--- config.mk ---
export PLATFORM = sky130hd
export DESIGN_NAME = proc_run_controller
export DESIGN_NICKNAME = d
export VERILOG_FILES = /design/src/rtl/proc_run_controller.sv
export SDC_FILE = /design/constraint.sdc
export NUM_CORES = 1
export LEC_CHECK = 0
export CAP_MARGIN = 20
export CORE_MARGIN = 10
export CORE_UTILIZATION = 40
export CTS_BUF_LIST = sky130_fd_sc_hd__clkbuf_16
export DETAILED_ROUTE_END_ITERATION = 7
export PLACE_DENSITY = 0.72
export REMOVE_ABC_BUFFERS = 1
export SYNTH_ARGS = -nofsm -noshare
export SYNTH_HDL_FRONTEND = slang
export SYNTH_SLANG_ARGS = --single-unit
--- constraint.sdc ---
create_clock -name clock -period 4.7 [get_ports clock]
set_input_delay 0.705 -clock clock [delete_from_list [all_inputs] [get_ports clock]]
set_output_delay 0.705 -clock clock [all_outputs]
set_load 0.005 [all_outputs]
--- src/rtl/proc_run_controller.sv ---
// Run controller for the single-cycle core: sequences the core reset, enforces a
// cycle budget and detects pass/fail from a write to the tohost address.
module proc_run_controller #(
    parameter int              ADDR_W      = 32,
    parameter int              DATA_W      = 32,
    parameter int              CNT_W       = 32,
    parameter int              RST_CYCLES  = 2,
    parameter int              MAX_CYCLES  = 20,
    parameter logic [ADDR_W-1:0] TOHOST_ADDR = 32'h0000_0040
) (
    input  logic              clock,
    input  logic              reset,
    input  logic              start,
    output logic              core_reset,
    input  logic              mem_we,
    input  logic [ADDR_W-1:0] mem_addr,
    input  logic [DATA_W-1:0] mem_wdata,
    input  logic              core_zero,
    output logic              running,
    output logic              done,
    output logic [1:0]        status,
    output logic [DATA_W-1:0] fail_code,
    output logic [CNT_W-1:0]  cycle_count,
    output logic [CNT_W-1:0]  zero_count
);

    typedef enum logic [2:0] {
        ST_IDLE    = 3'd0,
        ST_CRST    = 3'd1,
        ST_RUN     = 3'd2,
        ST_PASS    = 3'd3,
        ST_FAIL    = 3'd4,
        ST_TIMEOUT = 3'd5
    } state_t;

    localparam int                RST_W    = (RST_CYCLES > 1) ? $clog2(RST_CYCLES) : 1;
    localparam logic [RST_W-1:0]  RST_LAST = RST_W'(RST_CYCLES - 1);
    localparam logic [CNT_W-1:0]  CYC_LAST = CNT_W'(MAX_CYCLES - 1);
    localparam logic [CNT_W-1:0]  CNT_MAX  = {CNT_W{1'b1}};

    state_t              state_r;
    state_t              next_state_s;
    logic [RST_W-1:0]    rst_cnt_r;
    logic [CNT_W-1:0]    cycle_count_r;
    logic [CNT_W-1:0]    zero_count_r;
    logic [DATA_W-1:0]   fail_code_r;
    logic                tohost_hit_s;
    logic                enter_crst_s;

    // Tohost write detection and CRST entry strobe
    always_comb begin
        tohost_hit_s = mem_we && (mem_addr == TOHOST_ADDR);
        enter_crst_s = (next_state_s == ST_CRST) && (state_r != ST_CRST);
    end

    // State register
    always_ff @(posedge clock) begin
        if (!reset) begin
            state_r <= ST_IDLE;
        end else begin
            state_r <= next_state_s;
        end
    end

    // Next-state logic; a tohost write outranks the timeout on the same cycle
    always_comb begin
        next_state_s = state_r;
        case (state_r)
            ST_IDLE: begin
                if (start) next_state_s = ST_CRST;
                else       next_state_s = ST_IDLE;
            end
            ST_CRST: begin
                if (rst_cnt_r == RST_LAST) next_state_s = ST_RUN;
                else                       next_state_s = ST_CRST;
            end
            ST_RUN: begin
                if (tohost_hit_s) begin
                    if (mem_wdata == DATA_W'(1)) next_state_s = ST_PASS;
                    else                         next_state_s = ST_FAIL;
                end else if (cycle_count_r == CYC_LAST) begin
                    next_state_s = ST_TIMEOUT;
                end else begin
                    next_state_s = ST_RUN;
                end
            end
            ST_PASS, ST_FAIL, ST_TIMEOUT: begin
                if (start) next_state_s = ST_CRST;
                else       next_state_s = state_r;
            end
            default: next_state_s = ST_IDLE;
        endcase
    end

    // Output decode from the state register only
    always_comb begin
        core_reset = 1'b1;
        running    = 1'b0;
        done       = 1'b0;
        status     = 2'd0;
        case (state_r)
            ST_RUN: begin
                core_reset = 1'b0;
                running    = 1'b1;
            end
            ST_PASS: begin
                done   = 1'b1;
                status = 2'd1;
            end
            ST_FAIL: begin
                done   = 1'b1;
                status = 2'd2;
            end
            ST_TIMEOUT: begin
                done   = 1'b1;
                status = 2'd3;
            end
            default: begin
                core_reset = 1'b1;
                running    = 1'b0;
            end
        endcase
    end

    // Core-reset hold counter, active only in CRST
    always_ff @(posedge clock) begin
        if (!reset) begin
            rst_cnt_r <= '0;
        end else if (state_r != ST_CRST) begin
            rst_cnt_r <= '0;
        end else if (rst_cnt_r != RST_LAST) begin
            rst_cnt_r <= rst_cnt_r + RST_W'(1);
        end else begin
            rst_cnt_r <= rst_cnt_r;
        end
    end

    // Saturating run counters, cleared on CRST entry and frozen outside RUN
    always_ff @(posedge clock) begin
        if (!reset) begin
            cycle_count_r <= '0;
            zero_count_r  <= '0;
        end else if (enter_crst_s) begin
            cycle_count_r <= '0;
            zero_count_r  <= '0;
        end else if (state_r == ST_RUN) begin
            if (cycle_count_r != CNT_MAX) cycle_count_r <= cycle_count_r + CNT_W'(1);
            else                          cycle_count_r <= cycle_count_r;
            if (core_zero && (zero_count_r != CNT_MAX)) zero_count_r <= zero_count_r + CNT_W'(1);
            else                                        zero_count_r <= zero_count_r;
        end else begin
            cycle_count_r <= cycle_count_r;
            zero_count_r  <= zero_count_r;
        end
    end

    // Fail code capture on the RUN -> FAIL transition
    always_ff @(posedge clock) begin
        if (!reset) begin
            fail_code_r <= '0;
        end else if (enter_crst_s) begin
            fail_code_r <= '0;
        end else if ((state_r == ST_RUN) && (next_state_s == ST_FAIL)) begin
            fail_code_r <= mem_wdata;
        end else begin
            fail_code_r <= fail_code_r;
        end
    end

    assign cycle_count = cycle_count_r;
    assign zero_count  = zero_count_r;
    assign fail_code   = fail_code_r;

endmodule
# Word level (Yosys, flattened, before mapping)

Index checks and enable logic that the tools add are counted.

Memories: 0
Bits in writable memories: 0
Bits in latches: 0
Memory bits (read-only): 0
Register bits: 100

$lt $le $gt $ge: 0
Shifts and indexed selects: 0
Add/sub/neg operators: 3
Muxes and demuxes: 12
Divide/modulo/power cells: 0
Reduce and logical (&&, ||, !) cells: 10
Bitwise gates (word level): 1
Equal/unequal tests: 13
Multiply operators: 0

Operators by type and width:

| cell                                                                     | number |
|---|---|
| 32-bit by 1-bit adder with 32-bit output (second input constant)         | 2 |
| 32-bit inequality test (second input constant)                           | 2 |
| 32-bit by 1-bit == test with 1-bit output (second input constant)        | 1 |
| 32-bit by 5-bit == test with 1-bit output (second input constant)        | 1 |
| 32-bit by 7-bit == test with 1-bit output (second input constant)        | 1 |
| 3-bit two-way mux                                                        | 4 |
| 3-bit one-hot mux with 4 select lines                                    | 1 |
| 3-bit == test (second input constant)                                    | 3 |
| 3-bit by 1-bit == test with 1-bit output (second input constant)         | 2 |
| 3-bit by 2-bit == test with 1-bit output (second input constant)         | 2 |
| 2-bit one-hot mux with 3 select lines                                    | 1 |
| 1-bit two-way mux                                                        | 5 |
| 1-bit logical AND                                                        | 4 |
| 2-bit AND reduction                                                      | 2 |
| 2-bit OR reduction                                                       | 2 |
| 3-bit logical NOT                                                        | 1 |
| 3-bit by 1-bit inequality test with 1-bit output (second input constant) | 1 |
| 3-bit OR reduction                                                       | 1 |
| 2-bit two-way mux                                                        | 1 |
| 1-bit adder (second input constant)                                      | 1 |
| 1-bit NOT                                                                | 1 |

# Longest topological paths before layout

Gate-level depths: netlist of run 1.

Word-level depth: 7
Gate-level depth with buffers: 8
Mapped depth without buffers: 6

# Least setup slack after synthesis of run 1

OpenSTA, ideal clock, no wires.

Path kind: input port to flip-flop
From: input port mem_addr[1]
To: register fail_code_r[22] (netlist: fail_code[22])
Data required time: 4.568 ns
Setup slack: 2.379 ns
Arrival: 2.189 ns
Cell stages on the path: 7
Path through: nor4b_1 nand4_1 or4_1 clkbuf_1 clkbuf_1 o21ai_0 a21oi_1

Cells in the longest elaborated chain, start to end: 7
Elaborated cells on any way between the ends: 9

Ends and longest elaborated chain:

| what                                        | line | source |
|---|---|---|
| from (decl)                                 | 16   | `input logic [ADDR_W-1:0] mem_addr,` |
| 32-bit by 7-bit == test with 1-bit output * | 52   | `tohost_hit_s = mem_we && (mem_addr == TOHOST_ADDR);` |
| 1-bit logical AND *                         | 52   |  |
| 3-bit two-way mux *                         | 78   | `if (tohost_hit_s) begin` |
| 3-bit one-hot mux with 4 select lines *     | 68   | `case (state_r)` |
| 3-bit by 1-bit == test with 1-bit output    | 53   | `enter_crst_s = (next_state_s == ST_CRST) && (state_r != ST_CRST);` |
| 1-bit logical AND                           | 53   |  |
| 2-bit OR reduction (no line)                | n/a  |  |
| to (signal assigned)                        | 164  | `fail_code_r <= mem_wdata;` |
| to (signal assigned)                        | 166  | `fail_code_r <= fail_code_r;` |
| to (decl)                                   | 46   | `logic [DATA_W-1:0] fail_code_r;` |

Mark *: on every way between the ends. The rest lies on a longest branch, timed or not.
A chain may end at the register's enable or synchronous reset.

# Worst setup path after layout of run 1

From: input port mem_addr[1]
To: register fail_code_r[12] (netlist: fail_code[12])

The elaborated chain is that of the path after synthesis.

==> results of run 1 <==
[metal layers]
metal | routed length, µm | track usage
met2 | 7910 | 0.303
met3 | 1420 | 0.0545
met4 | 346 | 0.0698
met1 | 6900 | 0.213
met5 | 0 | 0
[logic make-up after synthesis]
logic type	Yosys count	synth area share
AOI/OAI and AO/OA	194	0.217
xor gates and xnor gates	4	0.00707
adders and majority gates	2	0.00505
buffers and inverters	49	0.0439
DFF	100	0.404
muxes	1	0.00202
and+or+nand+nor	264	0.321
[per-stage QoR]
step	hold slack, ps	cells	total power, µW	area [µm²]
floorplan	466	576	899	4780
global placement	455	919	979	6750
detailed placement	468	919	981	6750
CTS	477	935	1640	7010
global route	500	935	1680	7010
finish	479	935	1630	7010
[final cells by class]
type	count	area, µm²
fill	1107	5050
multi-input combinational	465	2760
sequential	100	2000
timing repair buffer	175	1740
clock buffer	9	225
tap	168	210
inverter	11	41.3
clock inverter	7	36.3
[worst register-to-register path: cells and delay by family (launching register included)]
kind / cells / cell delay (ps)
flops: 1 / 410
buf+inv: 1 / 360
compound gates: 2 / 290
fa+ha+maj: 1 / 260
simple gates: 3 / 1210
[cell usage after synthesis (2+ instances only)]
cell         n  area share
clkbuf_1    28       0.021
and4_1      11       0.019
xnor2_1      3      0.0053
nor2_4       2      0.0045
nand4_1     27       0.034
nor4b_1      5      0.0088
nor2_1      13      0.0098
ha_1         2      0.0050
and3_1       6      0.0076
o21a_1       3      0.0045
inv_1       10      0.0076
nand2_1     40       0.030
a211o_1      2      0.0035
or3_1       46       0.058
buf_6        3      0.0068
a21oi_1     88       0.089
o2111ai_1    3      0.0053
nor4_1      20       0.025
or4_1       20       0.030
nor3_1       4      0.0040
nand3b_1     2      0.0030
and2_1       2      0.0025
dfxtp_1    100        0.40
o211ai_1     3      0.0045
o31ai_1     14       0.021
nand3_1     52       0.053
o21ai_0     76       0.077
buf_2        6      0.0061
[worst max-delay path by stage]
stage                     start               to  slack, ps  depth (start not counted)
floorplan                 start  cycle_count[28]      -1520                          4
global placement    mem_addr[1]    fail_code[23]       1430                          6
detailed placement  mem_addr[1]    fail_code[17]       1350                          6
CTS                 mem_addr[1]    fail_code[17]       1700                          6
global route        mem_addr[1]       state_r[0]       1550                          6
finish              mem_addr[1]    fail_code[12]       1710                          6
[sequential cells by signal, indices dropped and copies added (netlist names)]
register and count:
state_r 3, cycle_count 32, rst_cnt_r 1, fail_code 32
zero_count 32
[power groups by stage]
stage / Clock (µW) / Sequential (µW) / Combinational [µW]
after global placement: 0 / 870 / 109
after detailed placement: 0 / 870 / 111
after CTS: 676 / 851 / 111
after global routing: 710 / 851 / 119
final: 664 / 851 / 111
after floorplan: 0 / 870 / 29.5
==> out/metrics.yaml, run 1 <==
r2r_cells: 7
worst-path-max-fanout: 34
p_seq_frac: 0.523
rsz0062_at_grt: "no"
cts_tree: "yes"
drt-wirelength-per-cell_um: 17.7
cts_root_buffer: "clkbuf_16"
max_stage_delay_ps: 1000
synth_ff_type: "dfxtp_1"
timing.rr.start: "cycle_count[0]"
drt-pass1-iter-count: 5
antenna_cells: 0
post_cts_buffers: 0
ys_warn_count: 0
syn_inst: 614
skew_ps: 5.82
routed_via_density: 5.84
dp_slack_ps: 1350
ios: 170
start_kind: "input port"
slowest_stage: "or4_1"
drt_iter0_drc: 450
grt_max_degree: 57
synth_cell_types: 51
insertion_delay_ps: 330
grt_first_pass_wirelength_um: 26800
cts_made_buffers: 9
p_sw_frac: 0.225
ys_seq_area_frac: 0.404
fin_crit_sh: 0.636
hold_viol_final: 0
portBuffers: 169
num_rows: 40
status: "finished, final reports clean"
p_clk_frac: 0.409
cts_resized: 0
die_x_um: 131
synth_edf_count: 0
drv_slew: 0
drive_above_1_share: 0.0417
cp-end-kind: "flop"
leakagePower_uw: 0.00209
drc: 0
worstMarginPinSlew_ps: 921
track_usage: 0.181
intPower_uw: 1260
dp_hpwl_um: 12400
min_to: "fail_code[2]"
drt-total-wl_um: 16600
pwr_density_cell_nw_per_um2: 232
cts_buffer_depth: 2
synth_area_um2: 4960
timing.final.crit_period_ps: 2990
min_path_type: "flop to flop"
ys_seq_elements: 100
final_cell_mix: "169 x clkdlybuf4s50_1, 100 x dfxtp_1, 87 x a21oi_1"
pwr-share-comb: 0.068
cpLargestDelayFamily: "simple AND/OR/NAND/NOR gates"
async_flop_share: 0
initial_core_util: 0.411
vias: 5463
dieArea_um2: 17200
r2r-end: "cycle_count[1]"
cts_max_level: 3
required_ps: 4900
hold_buffers: 0
slew_headroom: 0.386
cap_violations: 0
grt-ovfl-total: 0
final_common_cell: "clkdlybuf4s50_1"
setup_viol: 0
cp.arrival_ps: 3190
path_buf_inv: 1
ant_nets: 0
totalNegativeSetupSlack_ps: 0
core-area_um2: 12100
path_cells: "clkdlybuf4s50_1 -> nor4b_1 -> nand4_1 -> or4_1 -> o21ai_0 -> a21oi_1"
clock-sinks: 100
synth_area_per_cell_um2: 8.07
path_clk_slew_ps: 60
crit_type: "input port to flop"
grt_pass1_vias: 5358
grt_antenna_before_repair: 0
hold_start: "fail_code[2]"
fin_util: 0.581
r2r_setup_slack_ps: 2080
setup_slack_ps: 1710
power.switching_uw: 365
min_path_cells: 2
die_h_um: 131
syn2layout_area_growth_pct: 41.5
gp_congestion: 0.867
nets: 833
ir_drop_uv: 155
fmax_mhz: 335
Note: power is estimated with default switching activity, not from simulation.
==> inputs of run 2 (changes only) <==
Settings changed: PLACE_DENSITY 0.72 to 0.75.
Clock period 4.7 ns to 2.6 ns, I/O delays scaled along.
==> out/metrics.yaml, run 2 (same netlist as run 1, synthesis figures left out) <==
cp.arrival_ps: 2620
drt-pass1-iter-count: 7
drt-total-wl_um: 16900
fin_crit_sh: 0.905
grt_max_degree: 35
fillers: 1054
final_common_cell: "clkdlybuf4s50_1"
vias: 5548
antenna_cells: 0
required_ps: 2870
rsz0062_at_grt: "no"
setup_viol: 0
hold_buffers: 0
seq_area_um2: 2000
whs_ps: 472
grt-ovfl-total: 0
r2r_cells: 6
routed_via_density: 5.84
num_rows: 40
cts_max_level: 3
worstMarginPinSlew_ps: 633
drv_slew: 0
core-area_um2: 12100
cts_resized: 0
insertion_delay_ps: 340
cts_tree: "yes"
die_x_um: 131
drt_iter0_drc: 413
initial_core_util: 0.411
cap_violations: 0
crit_type: "flop to flop"
dp_slack_ps: 15.4
drive_above_1_share: 0.0639
leakagePower_uw: 0.00219
cp-end-kind: "flop"
nets: 848
cts_buffer_depth: 2
portBuffers: 169
clock-sinks: 100
skew_ps: 4.16
post_cts_buffers: 0
fmax_mhz: 425
syn2layout_area_growth_pct: 45.0
track_usage: 0.187
pwr_density_cell_nw_per_um2: 426
cts_root_buffer: "clkbuf_16"
setup_slack_ps: 247
final_cell_mix: "169 x clkdlybuf4s50_1, 100 x dfxtp_1, 87 x a21oi_1"
timing.final.crit_period_ps: 2350
status: "finished, final reports clean"
slew_headroom: 0.578
drc: 0
worst-path-max-fanout: 18
dieArea_um2: 17200
start_kind: "flop"
dpl_cell_area_um2: 6900
cts_made_buffers: 9
hold_viol_final: 0
grt_first_pass_wirelength_um: 27700
grt_antenna_before_repair: 0
grt_pass1_vias: 5398
min_path_cells: 2
min_path_type: "flop to flop"
multi_input_area_um2: 2760
gp_congestion: 0.892
dp_hpwl_um: 12900
ant_nets: 0
path_clk_slew_ps: 70
drt-wirelength-per-cell_um: 17.8
die_h_um: 131
ir_drop_uv: 300
ios: 170
stdcell_area_um2: 7190
-- run 2: cell count changes in the layout (fill, tap and decap cells not counted) --
cell       before  now
clkinv_4        1    0
clkinv_2        1    3
or3b_1          1    0
or3b_4          0    1
buf_4           6   18
bufinv_16       0    1
clkinv_1        2    0
buf_12          0    3
-- run 2: path summary, 6_finish.rpt --
path            startpoint            end  slack [ps]
max          zero_count[1]  zero_count[6]         250
min           fail_code[4]   fail_code[4]         470
max reg2reg  zero_count[1]  zero_count[6]         250
min reg2reg   fail_code[4]   fail_code[4]         470
-- run 2: report_power, final --
part | switching (µW) | internal, µW | total, µW
clock network | 572 | 734 | 1310
logic | 94.3 | 120 | 215
registers | 4.10 | 1530 | 1540
-- run 2: layer usage --
| layer | routed length (µm) | GRT usage | up-vias |
|---|---|---|---|
| met3 | 1650 | 0.0682 | 14 |
| met4 | 263 | 0.0618 | 0 |
| met5 | 0 | 0 | - |
| met1 | 6920 | 0.221 | 2642 |
| li1 | - | - | 2676 |
| met2 | 8080 | 0.307 | 216 |
-- run 2: critical path, cell delays in order (launching register included) --
cell	delay, ps
dfxtp_1	440
ha_1	230
and4_1	310
nand4_1	270
o31ai_4	670
o21ai_0	200
a21oi_1	170
-- run 2: layout make-up --
type	count	area share
clock buffers	9	0.0313
flip-flops and latches	100	0.279
repair buffers	190	0.262
inverters	11	0.00574
clock inverters	7	0.00836
multi-input cells	465	0.384
well taps	168	0.0292
-- run 2: through the flow --
| stage | instances | setup TNS (ps) | utilization | power (µW) |
|---|---|---|---|---|
| after global routing | 950 | 0 | 0.596 | 3150 |
| after floorplan | 576 | -303180 | - | 1630 |
| after global placement | 934 | 0 | 0.572 | 1780 |
| after detailed placement | 934 | 0 | 0.572 | 1790 |
| final | 950 | 0 | 0.596 | 3060 |
| after CTS | 950 | 0 | 0.596 | 3080 |
